### config.mk
export PLATFORM = sky130hd
export DESIGN_NAME = regfile_write_arbiter
export DESIGN_NICKNAME = d
export VERILOG_FILES = /design/src/rtl/regfile_write_arbiter_pkg.sv /design/src/rtl/regfile_wr_buffer.sv /design/src/rtl/regfile_write_arbiter.sv
export SDC_FILE = /design/constraint.sdc
export NUM_CORES = 1
export LEC_CHECK = 0
export CAP_MARGIN = 20
export CORE_MARGIN = 2
export CORE_UTILIZATION = 54
export DETAILED_ROUTE_END_ITERATION = 8
export GPL_TIMING_DRIVEN = 0
export PLACE_DENSITY = 0.87
export SLEW_MARGIN = 20
export SYNTH_ARGS = -nofsm -noshare
export SYNTH_HDL_FRONTEND = slang
export SYNTH_SLANG_ARGS = --single-unit
### constraint.sdc
create_clock -name clk -period 5.4 [get_ports clk]
set_input_delay 0.54 -clock clk [delete_from_list [all_inputs] [get_ports clk]]
set_output_delay 0.54 -clock clk [all_outputs]
set_load 0.01 [all_outputs]
### src/rtl/regfile_write_arbiter_pkg.sv
// Shared types and constants for the register-file write arbiter.
// The buffer keeps its per-entry tag (live bit, rd) apart from the XLEN-wide data.
package regfile_write_arbiter_pkg;

    localparam int REG_ADDR_W = 5;
    localparam int XLEN_DEF   = 32;

    typedef logic [REG_ADDR_W-1:0] reg_addr_t;

    // Per-entry tag; the data word is held in a parallel array sized by XLEN
    typedef struct packed {
        logic      live;
        reg_addr_t rd;
    } buf_tag_t;

    // True when a source query names a real register written by rd
    function automatic logic rd_hit(input reg_addr_t q, input reg_addr_t rd);
        return (q != '0) && (q == rd);
    endfunction

endpackage

### src/rtl/regfile_wr_buffer.sv
// Circular holding buffer for long-latency results awaiting the write port.
// Entries carry a live bit that a younger writeback write can clear.
module regfile_wr_buffer
    import regfile_write_arbiter_pkg::*;
#(
    parameter int XLEN  = XLEN_DEF,
    parameter int DEPTH = 2,
    localparam int PW   = (DEPTH > 1) ? $clog2(DEPTH) : 1,
    localparam int CW   = $clog2(DEPTH + 1)
) (
    input  logic            clk,
    input  logic            rst_n,
    input  logic            enq,
    input  logic [4:0]      enq_rd,
    input  logic [XLEN-1:0] enq_data,
    input  logic            deq,
    input  logic            kill_en,
    input  logic [4:0]      kill_rd,
    input  logic [4:0]      q_rd1,
    input  logic [4:0]      q_rd2,
    output logic [CW-1:0]   count,
    output logic            head_live,
    output logic [4:0]      head_rd,
    output logic [XLEN-1:0] head_data,
    output logic            match1,
    output logic            match2
);

    buf_tag_t          tag_q  [DEPTH];
    logic [XLEN-1:0]   data_q [DEPTH];
    logic [PW-1:0]     rd_ptr_q;
    logic [PW-1:0]     wr_ptr_q;
    logic [CW-1:0]     count_q;

    function automatic logic [PW-1:0] ptr_inc(input logic [PW-1:0] p);
        if (p == PW'(DEPTH - 1)) begin
            return '0;
        end
        return p + 1'b1;
    endfunction

    // Entry state: kill first, then dequeue, then enqueue so a new entry stays live
    always_ff @(posedge clk or negedge rst_n) begin
        if (!rst_n) begin
            for (int i = 0; i < DEPTH; i++) begin
                tag_q[i]  <= '0;
                data_q[i] <= '0;
            end
            rd_ptr_q <= '0;
            wr_ptr_q <= '0;
        end else begin
            for (int i = 0; i < DEPTH; i++) begin
                if (kill_en && tag_q[i].live && tag_q[i].rd == kill_rd) begin
                    tag_q[i].live <= 1'b0;
                end
            end
            if (deq) begin
                tag_q[rd_ptr_q].live <= 1'b0;
                rd_ptr_q             <= ptr_inc(rd_ptr_q);
            end
            if (enq) begin
                tag_q[wr_ptr_q]  <= '{live: 1'b1, rd: enq_rd};
                data_q[wr_ptr_q] <= enq_data;
                wr_ptr_q         <= ptr_inc(wr_ptr_q);
            end
        end
    end

    // Occupancy: +1, -1, or unchanged when enqueue and dequeue coincide
    always_ff @(posedge clk or negedge rst_n) begin
        if (!rst_n) begin
            count_q <= '0;
        end else begin
            unique case ({enq, deq})
                2'b10:   count_q <= count_q + 1'b1;
                2'b01:   count_q <= count_q - 1'b1;
                default: count_q <= count_q;
            endcase
        end
    end

    // Pending-destination match against live entries only
    always_comb begin
        match1 = 1'b0;
        match2 = 1'b0;
        for (int i = 0; i < DEPTH; i++) begin
            if (tag_q[i].live && rd_hit(q_rd1, tag_q[i].rd)) begin
                match1 = 1'b1;
            end
            if (tag_q[i].live && rd_hit(q_rd2, tag_q[i].rd)) begin
                match2 = 1'b1;
            end
        end
    end

    assign count     = count_q;
    assign head_live = tag_q[rd_ptr_q].live;
    assign head_rd   = tag_q[rd_ptr_q].rd;
    assign head_data = data_q[rd_ptr_q];

endmodule

### src/rtl/regfile_write_arbiter.sv
// Shares the register-file write port between writeback and a long-latency unit.
// Writeback wins; deferred LL results drain from a small buffer when the port is free.
module regfile_write_arbiter
    import regfile_write_arbiter_pkg::*;
#(
    parameter int XLEN         = XLEN_DEF,
    parameter int DEPTH        = 2,
    parameter int STARVE_LIMIT = 4,
    localparam int CW          = $clog2(DEPTH + 1),
    localparam int SW          = $clog2(STARVE_LIMIT + 1)
) (
    input  logic            clk,
    input  logic            rst_n,
    input  logic            RegWriteW,
    input  logic [4:0]      RdW,
    input  logic [XLEN-1:0] ResultW,
    input  logic            LLValid,
    input  logic [4:0]      LLRd,
    input  logic [XLEN-1:0] LLResult,
    output logic            LLReady,
    input  logic [4:0]      QueryRs1,
    input  logic [4:0]      QueryRs2,
    output logic            Rs1Pending,
    output logic            Rs2Pending,
    output logic            RegWriteOut,
    output logic [4:0]      RdOut,
    output logic [XLEN-1:0] WriteDataOut,
    output logic            StallReq,
    output logic [CW-1:0]   BufCount
);

    logic            wb_wr;
    logic            ll_xfer;
    logic            ll_real;
    logic            buf_ne;
    logic            head_gnt;
    logic            bypass;
    logic            enq;
    logic [CW-1:0]   buf_count;
    logic            head_live;
    logic [4:0]      head_rd;
    logic [XLEN-1:0] head_data;
    logic            hit1;
    logic            hit2;
    logic [SW-1:0]   starve_q;

    assign wb_wr    = RegWriteW && (RdW != '0);
    assign LLReady  = rst_n && (buf_count < CW'(DEPTH));
    assign ll_xfer  = LLValid && LLReady;
    assign ll_real  = ll_xfer && (LLRd != '0);
    assign buf_ne   = (buf_count != '0);
    assign head_gnt = !wb_wr && buf_ne;
    assign bypass   = !wb_wr && !buf_ne && ll_real;
    assign enq      = ll_real && !bypass;

    regfile_wr_buffer #(
        .XLEN  (XLEN),
        .DEPTH (DEPTH)
    ) u_buf (
        .clk       (clk),
        .rst_n     (rst_n),
        .enq       (enq),
        .enq_rd    (LLRd),
        .enq_data  (LLResult),
        .deq       (head_gnt),
        .kill_en   (wb_wr),
        .kill_rd   (RdW),
        .q_rd1     (QueryRs1),
        .q_rd2     (QueryRs2),
        .count     (buf_count),
        .head_live (head_live),
        .head_rd   (head_rd),
        .head_data (head_data),
        .match1    (hit1),
        .match2    (hit2)
    );

    // Write-port grant: writeback, then buffer head, then LL bypass
    always_comb begin
        RegWriteOut  = 1'b0;
        RdOut        = '0;
        WriteDataOut = '0;
        if (rst_n) begin
            unique case (1'b1)
                wb_wr: begin
                    RegWriteOut  = 1'b1;
                    RdOut        = RdW;
                    WriteDataOut = ResultW;
                end
                head_gnt: begin
                    RegWriteOut  = head_live;
                    RdOut        = head_rd;
                    WriteDataOut = head_data;
                end
                bypass: begin
                    RegWriteOut  = 1'b1;
                    RdOut        = LLRd;
                    WriteDataOut = LLResult;
                end
                default: begin
                    RegWriteOut  = 1'b0;
                end
            endcase
        end
    end

    // Saturating count of cycles the non-empty buffer is denied the port
    always_ff @(posedge clk or negedge rst_n) begin
        if (!rst_n) begin
            starve_q <= '0;
        end else if (!buf_ne || head_gnt) begin
            starve_q <= '0;
        end else if (starve_q < SW'(STARVE_LIMIT)) begin
            starve_q <= starve_q + 1'b1;
        end
    end

    assign StallReq   = rst_n && (starve_q >= SW'(STARVE_LIMIT));
    assign Rs1Pending = rst_n && (hit1 || (bypass && LLRd == QueryRs1));
    assign Rs2Pending = rst_n && (hit2 || (bypass && LLRd == QueryRs2));
    assign BufCount   = buf_count;

endmodule

Word-level counts from Yosys, hierarchy flattened. Index checks and enable logic that the tools add are counted.

Magnitude comparators: 7. Mux-type cells: 40. Reduce and logical (&&, ||, !) cells: 41. Bitwise gates (word level): 2. Equal/unequal tests: 10. $add $sub $neg: 5.

Operators with widths (count): $mux W32 (5); $pmux W32 S3 (1); $bwmux W64 (1); $eq A5 B5 Y1 (8); $demux W32 S1 (1); $mux W6 (5); $logic_and A1 B1 Y1 (27); $bwmux W12 (2); $mux W12 (2); $reduce_bool A5 Y1 (4); $mux W1 (15); $pmux W5 S3 (1); $demux W6 S1 (2); $mux W3 (2); $reduce_bool A2 Y1 (3); $mux W5 (1); $ge A2 B2 Y1 const B (2); $lt A2 B1 Y1 const B (2); $not A1 Y2 (2); $pmux W2 S2 (1); $add A3 B1 Y3 const B (1); $ge A3 B3 Y1 const B (1); $logic_not A1 Y1 (3); $logic_or A1 B1 Y1 (3); other kinds (9) (10).

Logic and storage cells: 115. Flip-flop bits (word level): 83.

Longest topological paths before layout. Gate-level depths: netlist (run 1).

Word-level depth: 9. Depth in mapped cells: 8.

Cells and area by module. Synthesis (run 1) repeated with hierarchy kept, for this count alone.

Cell total of the unflattened synthesis: 481. Area total of the unflattened synthesis: 5318.9 um2.

Modules (own cells, without submodules): regfile_wr_buffer (area each 3853.7 um2, cells each 267, sequential area each 2001.9 um2, instances 1); regfile_write_arbiter (area each 1465.2 um2, cells each 214, sequential area each 75.1 um2, instances 1).

Worst setup path before layout (run 1). OpenSTA, ideal clock, no wires.

Path kind: input to output. Start point: input port RdW[4]. End point: output port RdOut[2]. Required time: 4.860 ns. Data arrival time: 1.975 ns. Slack: 2.885 ns. Stages: 5. Cells stage by stage: or3_1 -> o31ai_2 -> clkbuf_1 -> a32oi_1 -> a21oi_1.

Cells in the longest elaborated chain, start to end: 7. Elaborated cells between the ends (all ways): 8.

RTL lines: start, declared (RTL line regfile_write_arbiter.sv:15) `input logic [4:0] RdW,`; $reduce_bool A5 Y1 * (RTL line regfile_write_arbiter.sv:47) `assign wb_wr = RegWriteW && (RdW != '0);`; $logic_and A1 B1 Y1 * (RTL line regfile_write_arbiter.sv:47); $logic_not A1 Y1 (RTL line regfile_write_arbiter.sv:52, regfile_write_arbiter.sv:53); $logic_and A1 B1 Y1 (2 in series) (RTL line regfile_write_arbiter.sv:53) `assign bypass = !wb_wr && !buf_ne && ll_real;`; $pmux W5 S3 * (RTL line regfile_write_arbiter.sv:84) `unique case (1'b1)`; $mux W5 * (RTL line regfile_write_arbiter.sv:83) `if (rst_n) begin`; end, declared (RTL line regfile_write_arbiter.sv:26) `output logic [4:0] RdOut,`.

Every way passes the cells marked *; elsewhere a longest branch is shown, timed or not.

Worst setup path in the final report (run 1).
Start point: input port rst_n. End point: output port WriteDataOut[23].

Cells in the longest elaborated chain, start to end: 6.

RTL lines: start, declared (RTL line regfile_write_arbiter.sv:13) `input logic rst_n,`; $logic_and A1 B1 Y1 (RTL line regfile_write_arbiter.sv:48) `assign LLReady = rst_n && (buf_count < CW'(DEPTH));`; $logic_and A1 B1 Y1 (RTL line regfile_write_arbiter.sv:49) `assign ll_xfer = LLValid && LLReady;`; $logic_and A1 B1 Y1 (RTL line regfile_write_arbiter.sv:50) `assign ll_real = ll_xfer && (LLRd != '0);`; $logic_and A1 B1 Y1 (RTL line regfile_write_arbiter.sv:53); $pmux W32 S3 (RTL line regfile_write_arbiter.sv:84); $mux W32 * (RTL line regfile_write_arbiter.sv:83); end, declared (RTL line regfile_write_arbiter.sv:27) `output logic [XLEN-1:0] WriteDataOut,`.

Marks and branches as above.

==> summary.md, run 1 <==
| Metric | Value |
|---|---|
| Drt drc | `0` |
| Most used DFF post-synth | `dfrtp_1` |
| Root Driver | `clkbuf_8` |
| Hold Vio Cnt, Final | `0` |
| Syn avg cell area | `roughly 11 sq um` |
| Vias in the first global route | `roughly 4,600` |
| Final hold slack | `0.159 ns` |
| Final net count | `just over 700` |
| Total CTS buffers | `9` |
| Worst vdd ir | `217 uV` |
| Die area | `10,300 sq um` |
| Worst slew pin tran | `~0.64 ns` |
| Final setup fails | `0` |
| Max_slew headroom | `57.6%` |
| Slew Viols, Final | `0` |
| Clock-pin slew on the worst setup and hold paths | `0.09 ns` |
| H-tree depth | `3` |
| Synth top cells by count | `dfrtp_1 (83), mux2_2 (74), nand3_1 (74)` |
| Clock Path Buffers | `2` |
| Top cells by area, synth | `dfrtp_1 (41%), mux2_2 (16%), nand3_1 (7.3%)` |
| Iter 0 DRT Violations | `between 150 and 200` |
| WL met1 | `6060 um` |
| Post-Route WL | `14,100 um` |
| Leakage Power | `around 2.7 nW` |
| Crit path max fanout | `48` |
| Quantity of I/O buffers inserted on ports | `130` |
| Pwr per Cell Area | `approximately 460 nW/um^2` |
| Post-synth EDFFs | `0` |
| Number of antenna violations at the first check in global routing | `0` |
| RSZ-0062 raised after global routing | `no` |
| Placer Congestion | `0.937` |
| All-Layer GR Usage | `27.8%` |
| Kind of critical path | `primary input to output pin` |
| Setup bufs post-CTS | `0` |
| Drt pass-1 iters | `5` |
| Layout area overhead | `32.0%` |
| Synth Net Count | `569` |
| Layout Utilization | `between 70% and 80%` |
| Status | `finished clean` |
| Hold WC Path Type | `primary input to async pin` |
| Syn Inst Count | `479` |
| Tcrit/Tclk final | `77.6%` |
| Critical Path Source Type | `primary input` |
| ANT nets after route | `0` |
| Routed wl met2 | `approximately 7100 um` |
| Rows | `35` |
| Total grt overflow | `0` |
| Post-synth top area cell | `dfrtp_1` |
| Sink Count | `slightly above 80` |
| Sequential share of the synthesized area | `around two fifths` |
| Asr flop ratio synth | `between 90% and 100%` |
| Chip height | `between 100 and 150 um` |
| Cts hold-fix bufs | `0` |
| DP Wirelength | `10,100 um` |
| Starting Density | `a little under three fifths` |
| Area of the core | `just over 9000 sq um` |
| WL per Instance | `approximately 19 um` |
| Clock period minus final worst setup slack | `~4.2 ns` |
| PostCTS Resize Cnt | `0` |
| N_diodes | `0` |
| Worst path required time | `around 4.9 ns` |
| Total number of vias | `~4,400` |
| Global-route wire length before repair | `between 20,000 and 25,000 um` |
| Top-count cell post-synth | `dfrtp_1` |
| Placed cells | `approximately 720` |
| Fmax | `around 0.24 GHz` |
| Top routing layer in use | `met4` |
| Critical Path End Type | `output pin` |
| Power Total | `about 3.1 mW` |
| Skew-Pair Late Insertion Delay | `0.36 ns` |
| Met3 WL post-DR | `roughly 830 um` |
| DIE WIDTH | `about 100 um` |
| Synth cell types | `38` |
| Non-filler cells in the finished layout | `737` |
| Post-DR vias/cell | `about 6` |
| Setup Skew | `0.00969 ns` |
| FF+latch count, synth | `83` |
| Mapped Area | `5110 sq um` |
| I/O pin count | `132` |
| Largest net degree at the start of global routing | `49` |
| Layout cells sized above 1 | `roughly a fifth` |
| Synth Warn # | `0` |
| CTS tree | `done` |
| Arr. time, crit path | `3.65 ns` |
| Max-Cap Viols | `0` |
| Area share of the largest cell type after synthesis | `40.7%` |
==> worst max-delay path: stages <==
cell and delay [ns]:
buf_4 0.44, buf_12 0.32, and2b_1 0.18, o311a_1 0.31
clkbuf_1 0.43, buf_1 0.49, nand3_1 0.15, a31oi_1 0.20
clkdlybuf4s50_1 0.56
==> registers in the layout (all words and copies together), names as in the netlist <==
name and cells:
u_buf.data_q 64, starve_q 3, u_buf.tag_q 12, u_buf.rd_ptr_q 1, u_buf.wr_ptr_q 1, u_buf.count 2
==> layout by cell type (no fill, tap or decap), types with 6 or more instances in the layout <==
cell / netlist / final
nand2_1: 36 / 36
xnor2_1: 16 / 16
xor2_1: 30 / 30
dfrtp_1: 83 / 83
mux2_2: 74 / 74
a31oi_1: 35 / 35
nor3_1: 6 / 6
nand3_1: 74 / 74
clkbuf_1: 22 / 23
mux2_1: 19 / 19
clkdlybuf4s50_1: 0 / 129
mux2_4: 19 / 19
buf_2: 10 / 10
clkbuf_8: 0 / 10
==> layout make-up <==
class	instances	area (sq um)
sequential	83	2080
timing repair buffer	131	1320
clock buffer	11	141
clock inverter	5	37.5
tap	111	139
multi-input combinational	357	2830
fill	678	2450
buffer	39	200
==> power breakdown <==
| part | total (mW) | switching (mW) | internal (mW) | leakage [nW] |
|---|---|---|---|---|
| registers | 1.16 | 0.234 | 0.929 | 1.00 |
| clock network | 0.419 | 0.237 | 0.182 | 0.0859 |
| logic | 1.51 | 0.646 | 0.860 | 1.58 |
==> cell families (layout without fill, tap and decap cells) <==
family,count (synthesis),in the layout,share of synthesized area [%]
AND/OR/NAND/NOR,140,140,13.4
AO/OA/AOI/OAI,56,56,7.32
flip-flops,83,83,40.7
adder cells (fa/ha/maj),2,2,0.490
XOR/XNOR,46,46,7.89
multiplexers,113,113,26.3
buffers and inverters,39,186,3.92
==> stage by stage <==
step | cell area (sq um) | TNS (ns) | setup slack [ns]
floorplan | 5110 | 0 | 2.89
global placement | 6550 | -45.05 | -1.30
detailed placement | 6570 | 0 | 1.18
CTS | 6740 | 0 | 1.17
global route | 6740 | 0 | 0.941
finish | 6740 | 0 | 1.21
==> final timing paths <==
kind	start	end	slack, ns	cells past startpoint
setup / recovery	rst_n	WriteDataOut[23]	1.21	9
hold / removal	rst_n	u_buf.data_q[27]	0.16	1
setup reg to reg	u_buf.count[1]	u_buf.count[1]	2.96	8
hold reg to reg	u_buf.data_q[50]	u_buf.data_q[50]	0.50	1
max in group asynchronous	rst_n	u_buf.data_q[63]	4.59	2
min in group clk	u_buf.data_q[50]	u_buf.data_q[50]	0.50	1
==> metal layers <==
metal  global-route usage [%]  vias up
met5                        0        -
met2                     47.5      173
met3                     3.11       14
met1                     36.6     2206
met4                     10.2        0
li1                         -     2035
No activity file was read; power rests on OpenSTA's default activity.
==> run 2: changes to the inputs <==
--- a/config.mk
+++ b/config.mk
@@ -7,10 +7,10 @@
 export LEC_CHECK = 0
 export CAP_MARGIN = 20
 export CORE_MARGIN = 2
-export CORE_UTILIZATION = 54
+export CORE_UTILIZATION = 50
 export DETAILED_ROUTE_END_ITERATION = 8
 export GPL_TIMING_DRIVEN = 0
-export PLACE_DENSITY = 0.87
+export PLACE_DENSITY = 0.82
 export SLEW_MARGIN = 20
 export SYNTH_ARGS = -nofsm -noshare
 export SYNTH_HDL_FRONTEND = slang
==> constraint.sdc (replaced) <==
create_clock -name clk -period 4.3 [get_ports clk]
set_input_delay 0.43 -clock clk [delete_from_list [all_inputs] [get_ports clk]]
set_output_delay 0.43 -clock clk [all_outputs]
set_load 0.01 [all_outputs]
==> run 2 against run 1 <==
Net effect:
- via count is 0.52% lower
- critical endpoint is now RdOut[2]
- non-clock buffer count is the same
- flip-flop and latch count unchanged
- largest cell class unchanged
- core utilization shrank 4.4 points
- die area grew 7.7%
- power is 28% higher
- highest routed layer unchanged
- register-to-register slack got worse by 1.2 ns
- combinational power up 26%
- hold slack got worse by 0.11 ns
- clock power is 38% higher
==> summary.md, run 2 (synthesis results as in run 1) <==
| Metric | Value |
|---|---|
| RSZ-0062 raised after global routing | `no` |
| Most common cell on crit path | `clkdlybuf4s50_1` |
| Max-Cap Viols | `0 (unchanged)` |
| Family with the most delay on the worst path | `buffers and inverters` |
| Sink Count | `83 (unchanged)` |
| Status | `finished clean` |
| Skew-Pair Late Insertion Delay | `0.36 ns (about the same)` |
| CP max-delay cell | `clkdlybuf4s50_1` |
| Combinational power share | `48.2% (-0.6 points)` |
| Biggest registers after layout | `u_buf.data_q: 64 flops, u_buf.tag_q: 12 flops, starve_q: 3 flops` |
| ANT nets after route | `0 (unchanged)` |
| Final non-filler cell area | `6800 sq um (+0.76%)` |
| Placer Congestion | `0.908 (-3.1%)` |
| Layout area overhead | `33.0%` |
| Setup bufs post-CTS | `0 (unchanged)` |
| All-Layer GR Usage | `26.5% (-1.3 points)` |
| Drt drc | `0 (unchanged)` |
| Layout Utilization | `68.9% (-4.4 points)` |
| Max_slew headroom | `57.8% (+0.14 points)` |
| Tcrit/Tclk final | `89.3%` |
| Total number of vias | `4,405 (-0.52%)` |
| WL per Instance | `18.9 um (-0.90%)` |
| Critical Path Source Type | `primary input` |
| Register-to-Register Path Depth | `7 (-1)` |
| Die area | `11,000 sq um (+7.7%)` |
| Post-Route WL | `14,400 um (+2.1%)` |
| Clock period minus final worst setup slack | `3.84 ns` |
| I/O pin count | `132 (unchanged)` |
| Cts hold-fix bufs | `0 (unchanged)` |
| Max reg flops | `64 (unchanged)` |
| Largest net degree at the start of global routing | `47 (-4.1%)` |
| RR Startpoint | `u_buf.count[1]` |
| Vias in the first global route | `4,562 (-0.44%)` |
| Critical Path End Type | `output pin` |
| Leakage Power | `2.69 nW (+0.67%)` |
| Crit path depth | `7 (-2)` |
| RR Endpoint | `u_buf.count[1]` |
| Post-DR vias/cell | `5.80 (-3.4%)` |
| CP cell instances | `clkdlybuf4s50_1 > or3_1 > o31ai_2 > clkbuf_1 > a32oi_1 > a21oi_1 > clkdlybuf4s50_1` |
| Reg2reg setup slack | `1.80 ns (-1.16 ns)` |
| Clock-pin slew on the worst setup and hold paths | `0.09 ns (about the same)` |
| Sw frac | `35.7% (-0.46 points)` |
| Hold Vio Cnt, Final | `0 (unchanged)` |
| Most common cell after layout, fill and taps aside | `clkdlybuf4s50_1` |
| Crit path max fanout | `10 (-79%)` |
| Quantity of I/O buffers inserted on ports | `130 (unchanged)` |
| H-tree depth | `3 (unchanged)` |
| Root Driver | `clkbuf_8` |
| Pwr per Cell Area | `580 nW/um^2 (+27%)` |
| Drt pass-1 iters | `4 (-1)` |
| Pint | `2.54 mW (+29%)` |
| Total grt overflow | `0 (unchanged)` |
| Number of antenna violations at the first check in global routing | `0 (unchanged)` |
| PostCTS Resize Cnt | `0 (unchanged)` |
| Net switching power | `1.41 mW (+26%)` |
| Slew Viols, Final | `0 (unchanged)` |
| Hold WC Path Type | `primary input to async pin` |
| Worst vdd ir | `289 uV (+33%)` |
| Final net count | `711 (unchanged)` |
| Setup Skew | `0.0101 ns (+0.000422 ns)` |
| Clock Path Buffers | `2 (unchanged)` |
| CTS tree | `done` |
| Most flop-heavy register | `u_buf.data_q` |
| Clock Power Share | `14.7% (+1.1 points)` |
| Starting Density | `51.8% (-3.8 points)` |
| Bufs and invs on worst path | `3 (-2)` |
| Worst slew pin tran | `0.633 ns (-0.00214 ns)` |
| DIE WIDTH | `105 um (+3.8%)` |
| Most frequent cells in the layout | `clkdlybuf4s50_1 (129), dfrtp_1 (83), nand3_1 (74), mux2_2 (74), nand2_1 (36)` |
| Largest stage delay on the critical path | `0.55 ns (about the same)` |
| Total CTS buffers | `9 (unchanged)` |
| Fmax | `roughly 0.26 GHz` |
| Kind of critical path | `primary input to output pin` |
| Post-DP Area | `6590 sq um (+0.42%)` |
| Seq pwr share | `37.1% (-0.6 points)` |
| Rows | `36 (+2.9%)` |
| Area of the core | `9860 sq um (+7.3%)` |
| Arr. time, crit path | `3.41 ns (-0.24 ns)` |
| Layout cells sized above 1 | `20.8% (unchanged)` |
| Worst path required time | `3.87 ns (-0.99 ns)` |
| Chip height | `105 um (+3.8%)` |
| DP Wirelength | `10,300 um (+2.2%)` |
| Iter 0 DRT Violations | `238 (+27%)` |
| Global-route wire length before repair | `23,200 um (+4.1%)` |
| N_diodes | `0 (unchanged)` |
| Final setup fails | `0 (unchanged)` |
-- run 2: routing by layer --
metal	track usage, %	up-vias	routed length [um]
met5	0	-	0
met4	9.71	0	231
met3	4.18	20	903
met2	44.2	180	6900
met1	34.7	2168	6330
li1	-	2037	-
-- run 2: worst max-delay path by stage --
stage | start | endpoint | slack [ns]
after global placement | rst_n | WriteDataOut[23] | -2.24
after global routing | RdW[4] | WriteDataOut[11] | 0.29
final | RdW[4] | RdOut[2] | 0.46
after floorplan | u_buf.count[1] | WriteDataOut[23] | 1.98
after CTS | LLRd[4] | WriteDataOut[25] | 0.49
after detailed placement | LLRd[0] | WriteDataOut[25] | 0.49
-- run 2: per-stage QoR --
stage          hold slack (ns)  setup slack [ns]  TNS, ns  power, mW  instances
3_3_place_gp             0.469             -2.24  -181.51       3.25        742
6_report                0.0531             0.458        0       3.94        759
2_1_floorplan            0.134              1.98        0       2.69        479
4_1_cts                 0.0737             0.486        0       3.94        759
3_5_place_dp             0.463             0.486        0       3.36        743
5_1_grt                  0.102             0.290        0       4.18        759
-- run 2: area by class of cell --
cell class              count  area [sq um]
plain buffers              39           200
clock buffers              11           141
clock inverters             5          61.3
fillers                   749          3070
multi-input cells         357          2830
flip-flops and latches     83          2080
well taps                 133           166
repair buffers            131          1320
-- run 2: power groups by stage --
stage	logic (mW)	registers [mW]	clock network (mW)
2_1_floorplan	1.32	1.37	0
3_3_place_gp	1.81	1.44	0
3_5_place_dp	1.89	1.47	0
4_1_cts	1.90	1.46	0.580
5_1_grt	2.06	1.51	0.616
6_report	1.90	1.46	0.580
-- run 2: worst register-to-register path: stages (launching register included) --
cell and delay [ns]:
dfrtp_1 0.47, and2b_1 0.25, o311a_1 0.33, clkbuf_1 0.45, o21ai_1 0.20, ha_1 0.37
nor2_1 0.19, xor2_1 0.17
==> run 3: changes to the inputs <==
--- a/config.mk
+++ b/config.mk
@@ -7,11 +7,12 @@
 export LEC_CHECK = 0
 export CAP_MARGIN = 20
 export CORE_MARGIN = 2
-export CORE_UTILIZATION = 50
+export CORE_UTILIZATION = 45
 export DETAILED_ROUTE_END_ITERATION = 8
 export GPL_TIMING_DRIVEN = 0
-export PLACE_DENSITY = 0.82
+export PLACE_DENSITY = 0.74
 export SLEW_MARGIN = 20
 export SYNTH_ARGS = -nofsm -noshare
 export SYNTH_HDL_FRONTEND = slang
+export SYNTH_HIERARCHICAL = 1
 export SYNTH_SLANG_ARGS = --single-unit
==> run 3 against run 2 <==
Net effect:
- area after synthesis is 4.1% higher
- wire length rose by 1.5%
- power increased by 7.1%
- highest routed layer unchanged
- clock skew decreased by 0.0053 ns
- first-iteration DRC count fell by 32%
- sequential share of layout area down 1.3 points
==> summary.md, run 3 <==
| Metric | Value |
|---|---|
| Largest family of logic cells by synthesized area | `multiplexers` |
| Crit path max fanout | `50 (+40)` |
| Clock Path Buffers | `2 (unchanged)` |
| Total number of vias | `4,210 (-4.4%)` |
| WL per Instance | `19.0 um (+0.20%)` |
| DIE WIDTH | `113 um (+7.3%)` |
| Asr flop ratio synth | `100% (unchanged)` |
| Met3 GRT Util | `3.21% (-0.97 points)` |
| Critical Path Source Type | `primary input` |
| Drt drc | `0 (unchanged)` |
| All-Layer GR Usage | `23.4% (-3.1 points)` |
| Fmax | `0.272 GHz (+4.5%)` |
| Layout area overhead | `33.4%` |
| Syn Inst Count | `481 (+0.42%)` |
| Synth Warn # | `6 (+6)` |
| RSZ-0062 raised after global routing | `no` |
| Mux share of post-synthesis cell area | `30.3% (+4.0 points)` |
| Hold WC Path Type | `primary input to async pin` |
| Synth Net Count | `571 (+0.35%)` |
| Cts hold-fix bufs | `0 (unchanged)` |
| Non-filler cells in the finished layout | `769 (+1.3%)` |
| Hold Vio Cnt, Final | `0 (unchanged)` |
| Area share of the largest cell type after synthesis | `39.0% (-1.6 points)` |
| Most frequent cells in the layout | `clkdlybuf4s50_1 (129), mux2_2 (88), dfrtp_1 (83), nand3_1 (43), a21oi_1 (41)` |
| ANT nets after route | `0 (unchanged)` |
| Simple-gate share of the synthesized area | `12.0% (-1.5 points)` |
| Worst path required time | `3.87 ns (about the same)` |
| Max_slew headroom | `61.9% (+4.1 points)` |
| Biggest registers after layout | `u_buf/data_q: 64 flops, u_buf/tag_q: 12 flops, starve_q: 3 flops` |
| Iter 0 DRT Violations | `161 (-32%)` |
| Most flop-heavy register | `u_buf/data_q` |
| Global-route wire length before repair | `23,500 um (+1.3%)` |
| Chip height | `113 um (+7.3%)` |
| Placer Congestion | `0.944 (+3.9%)` |
| Quantity of I/O buffers inserted on ports | `130 (unchanged)` |
| N_diodes | `0 (unchanged)` |
| Top-count cell post-synth | `mux2_2` |
| Most common cell after layout, fill and taps aside | `clkdlybuf4s50_1` |
| Skew-Pair Late Insertion Delay | `0.33 ns (-0.03 ns)` |
| DP Wirelength | `10,600 um (+2.7%)` |
| Layout Utilization | `61.9% (-7.0 points)` |
| Status | `finished clean` |
| Most crowded layer after global routing | `met2` |
| Post-synth top area cell | `dfrtp_1` |
| Setup Skew | `0.00480 ns (-0.00532 ns)` |
| Number of antenna violations at the first check in global routing | `0 (unchanged)` |
| I/O pin count | `132 (unchanged)` |
| Setup bufs post-CTS | `0 (unchanged)` |
| Top cells by area, synth | `dfrtp_1 (39%), mux2_2 (19%), mux2i_1 (6.2%)` |
| CTS tree | `done` |
| Most used DFF post-synth | `dfrtp_1` |
| Total CTS buffers | `9 (unchanged)` |
| Drt pass-1 iters | `4 (unchanged)` |
| Clock period minus final worst setup slack | `3.68 ns (-0.165 ns)` |
| Synth top cells by count | `mux2_2 (88), dfrtp_1 (83), nand3_1 (43)` |
| Critical Path End Type | `output pin` |
| Pwr per Cell Area | `595 nW/um^2 (+2.6%)` |
| Final setup fails | `0 (unchanged)` |
| Starting Density | `46.4% (-5.4 points)` |
| Post-Route WL | `14,600 um (+1.5%)` |
| FF+latch count, synth | `83 (unchanged)` |
| Worst slew pin tran | `0.572 ns (-0.0615 ns)` |
| Tcrit/Tclk final | `85.5% (-3.8 points)` |
| Layout cells sized above 1 | `21.9% (+1.1 points)` |
| Compound-gate portion of the synthesized area | `5.88% (-1.4 points)` |
| Mapped Area | `5320 sq um (+4.1%)` |
| Sequential share of the synthesized area | `39.0% (-1.6 points)` |
| Max-Cap Viols | `0 (unchanged)` |
| Syn avg cell area | `11.1 sq um (+3.7%)` |
| H-tree depth | `3 (unchanged)` |
| Slew Viols, Final | `0 (unchanged)` |
| Post-DR vias/cell | `5.47 (-5.7%)` |
| Vias in the first global route | `4,522 (-0.88%)` |
| Kind of critical path | `primary input to output pin` |
| Largest net degree at the start of global routing | `51 (+8.5%)` |
| Synth cell types | `37 (-2.6%)` |
| Post-synthesis adder-cell area fraction | `0.470% (-0.019 points)` |
| Placed cells | `755 (+1.6%)` |
| Total grt overflow | `0 (unchanged)` |
| Area of the core | `11,500 sq um (+16%)` |
| Clock-pin slew on the worst setup and hold paths | `0.06 ns (-0.03 ns)` |
| Post-synth EDFFs | `0 (unchanged)` |
| Die area | `12,700 sq um (+15%)` |
| Root Driver | `clkbuf_16` |
| Worst vdd ir | `252 uV (-13%)` |
| PostCTS Resize Cnt | `0 (unchanged)` |
| Grt met1 use | `30.6% (-4.1 points)` |
| M2 GR Usage | `40.3% (-3.9 points)` |
| Final net count | `713 (+0.28%)` |
| Sink Count | `83 (unchanged)` |
| Post-synthesis xor/xnor area fraction | `7.57% (-0.31 points)` |
| Max reg flops | `64 (unchanged)` |
| Setup TNS | `0 ns (unchanged)` |
| Leakage Power | `2.92 nW (+8.7%)` |
| Rows | `39 (+8.3%)` |
| Arr. time, crit path | `3.25 ns (-0.16 ns)` |
[run 3: changes by cell type in the layout (fill, tap and decap cells not counted), sizes merged, moves of 10 or more]
cell / change
a31oi: -35
mux2i: +32
and2: +32
nand3: -31
nand2: -30
clkbuf: -10
a21oi: +37
[run 3: worst max-delay path, stage by stage]
cell             delay [ns]
buf_4                  0.44
buf_16                 0.30
and3b_1                0.19
buf_2                  0.18
o21a_1                 0.16
buf_6                  0.14
clkbuf_1               0.46
nand3_1                0.13
a21oi_1                0.19
clkdlybuf4s50_1        0.57
[run 3: cells by family after synthesis]
family	count (synthesis)
AO/OA/AOI/OAI	54
XOR/XNOR	46
adder cells (fa/ha/maj)	2
buffers and inverters	37
flip-flops	83
multiplexers	145
AND/OR/NAND/NOR	114
[run 3: per-layer routing]
layer  routed length [um]  vias to the layer above
met3                  864                       15
li1                     -                     2006
met2                 7120                      133
met5                    0                        -
met4                  157                        0
met1                 6450                     2056
[run 3: worst paths after layout]
| check | startpoint | depth (start not counted) | to | slack [ns] |
|---|---|---|---|---|
| max | rst_n | 10 | WriteDataOut[5] | 0.62 |
| min in group clk | u_buf/data_q[56] | 1 | u_buf/data_q[56] | 0.49 |
| min | rst_n | 1 | u_buf/data_q[43] | 0.08 |
| max reg2reg | u_buf/count[1] | 11 | u_buf/data_q[61] | 1.40 |
| min reg2reg | u_buf/data_q[56] | 1 | u_buf/data_q[56] | 0.49 |
| max in group asynchronous | rst_n | 2 | u_buf/count[1] | 3.58 |
[run 3: area by class of cell]
class / count / area [sq um]
Fill cell: 953 / 4370
Multi-Input combinational cell: 361 / 2990
Sequential cell: 83 / 2080
Timing Repair Buffer: 131 / 1330
Clock buffer: 12 / 256
Buffer: 34 / 243
Tap cell: 143 / 179
Clock inverter: 2 / 12.5
Inverter: 3 / 11.3
[run 3: power by group]
part	switching, mW	total (mW)	leakage [nW]	internal [mW]
Sequential	0.312	1.48	1.00	1.17
Clock	0.284	0.698	0.131	0.415
Combinational	0.854	2.04	1.79	1.19
[run 3: through the flow]
step / hold slack, ns / setup slack [ns] / instance area [sq um] / power, mW
2_1_floorplan: 0.134 / 1.85 / 5320 / 2.80
4_1_cts: 0.0986 / 0.603 / 7090 / 4.24
6_report: 0.0781 / 0.623 / 7090 / 4.22
3_5_place_dp: 0.456 / 0.618 / 6820 / 3.53
5_1_grt: 0.113 / 0.403 / 7090 / 4.49
3_3_place_gp: 0.463 / -2.08 / 6800 / 3.44
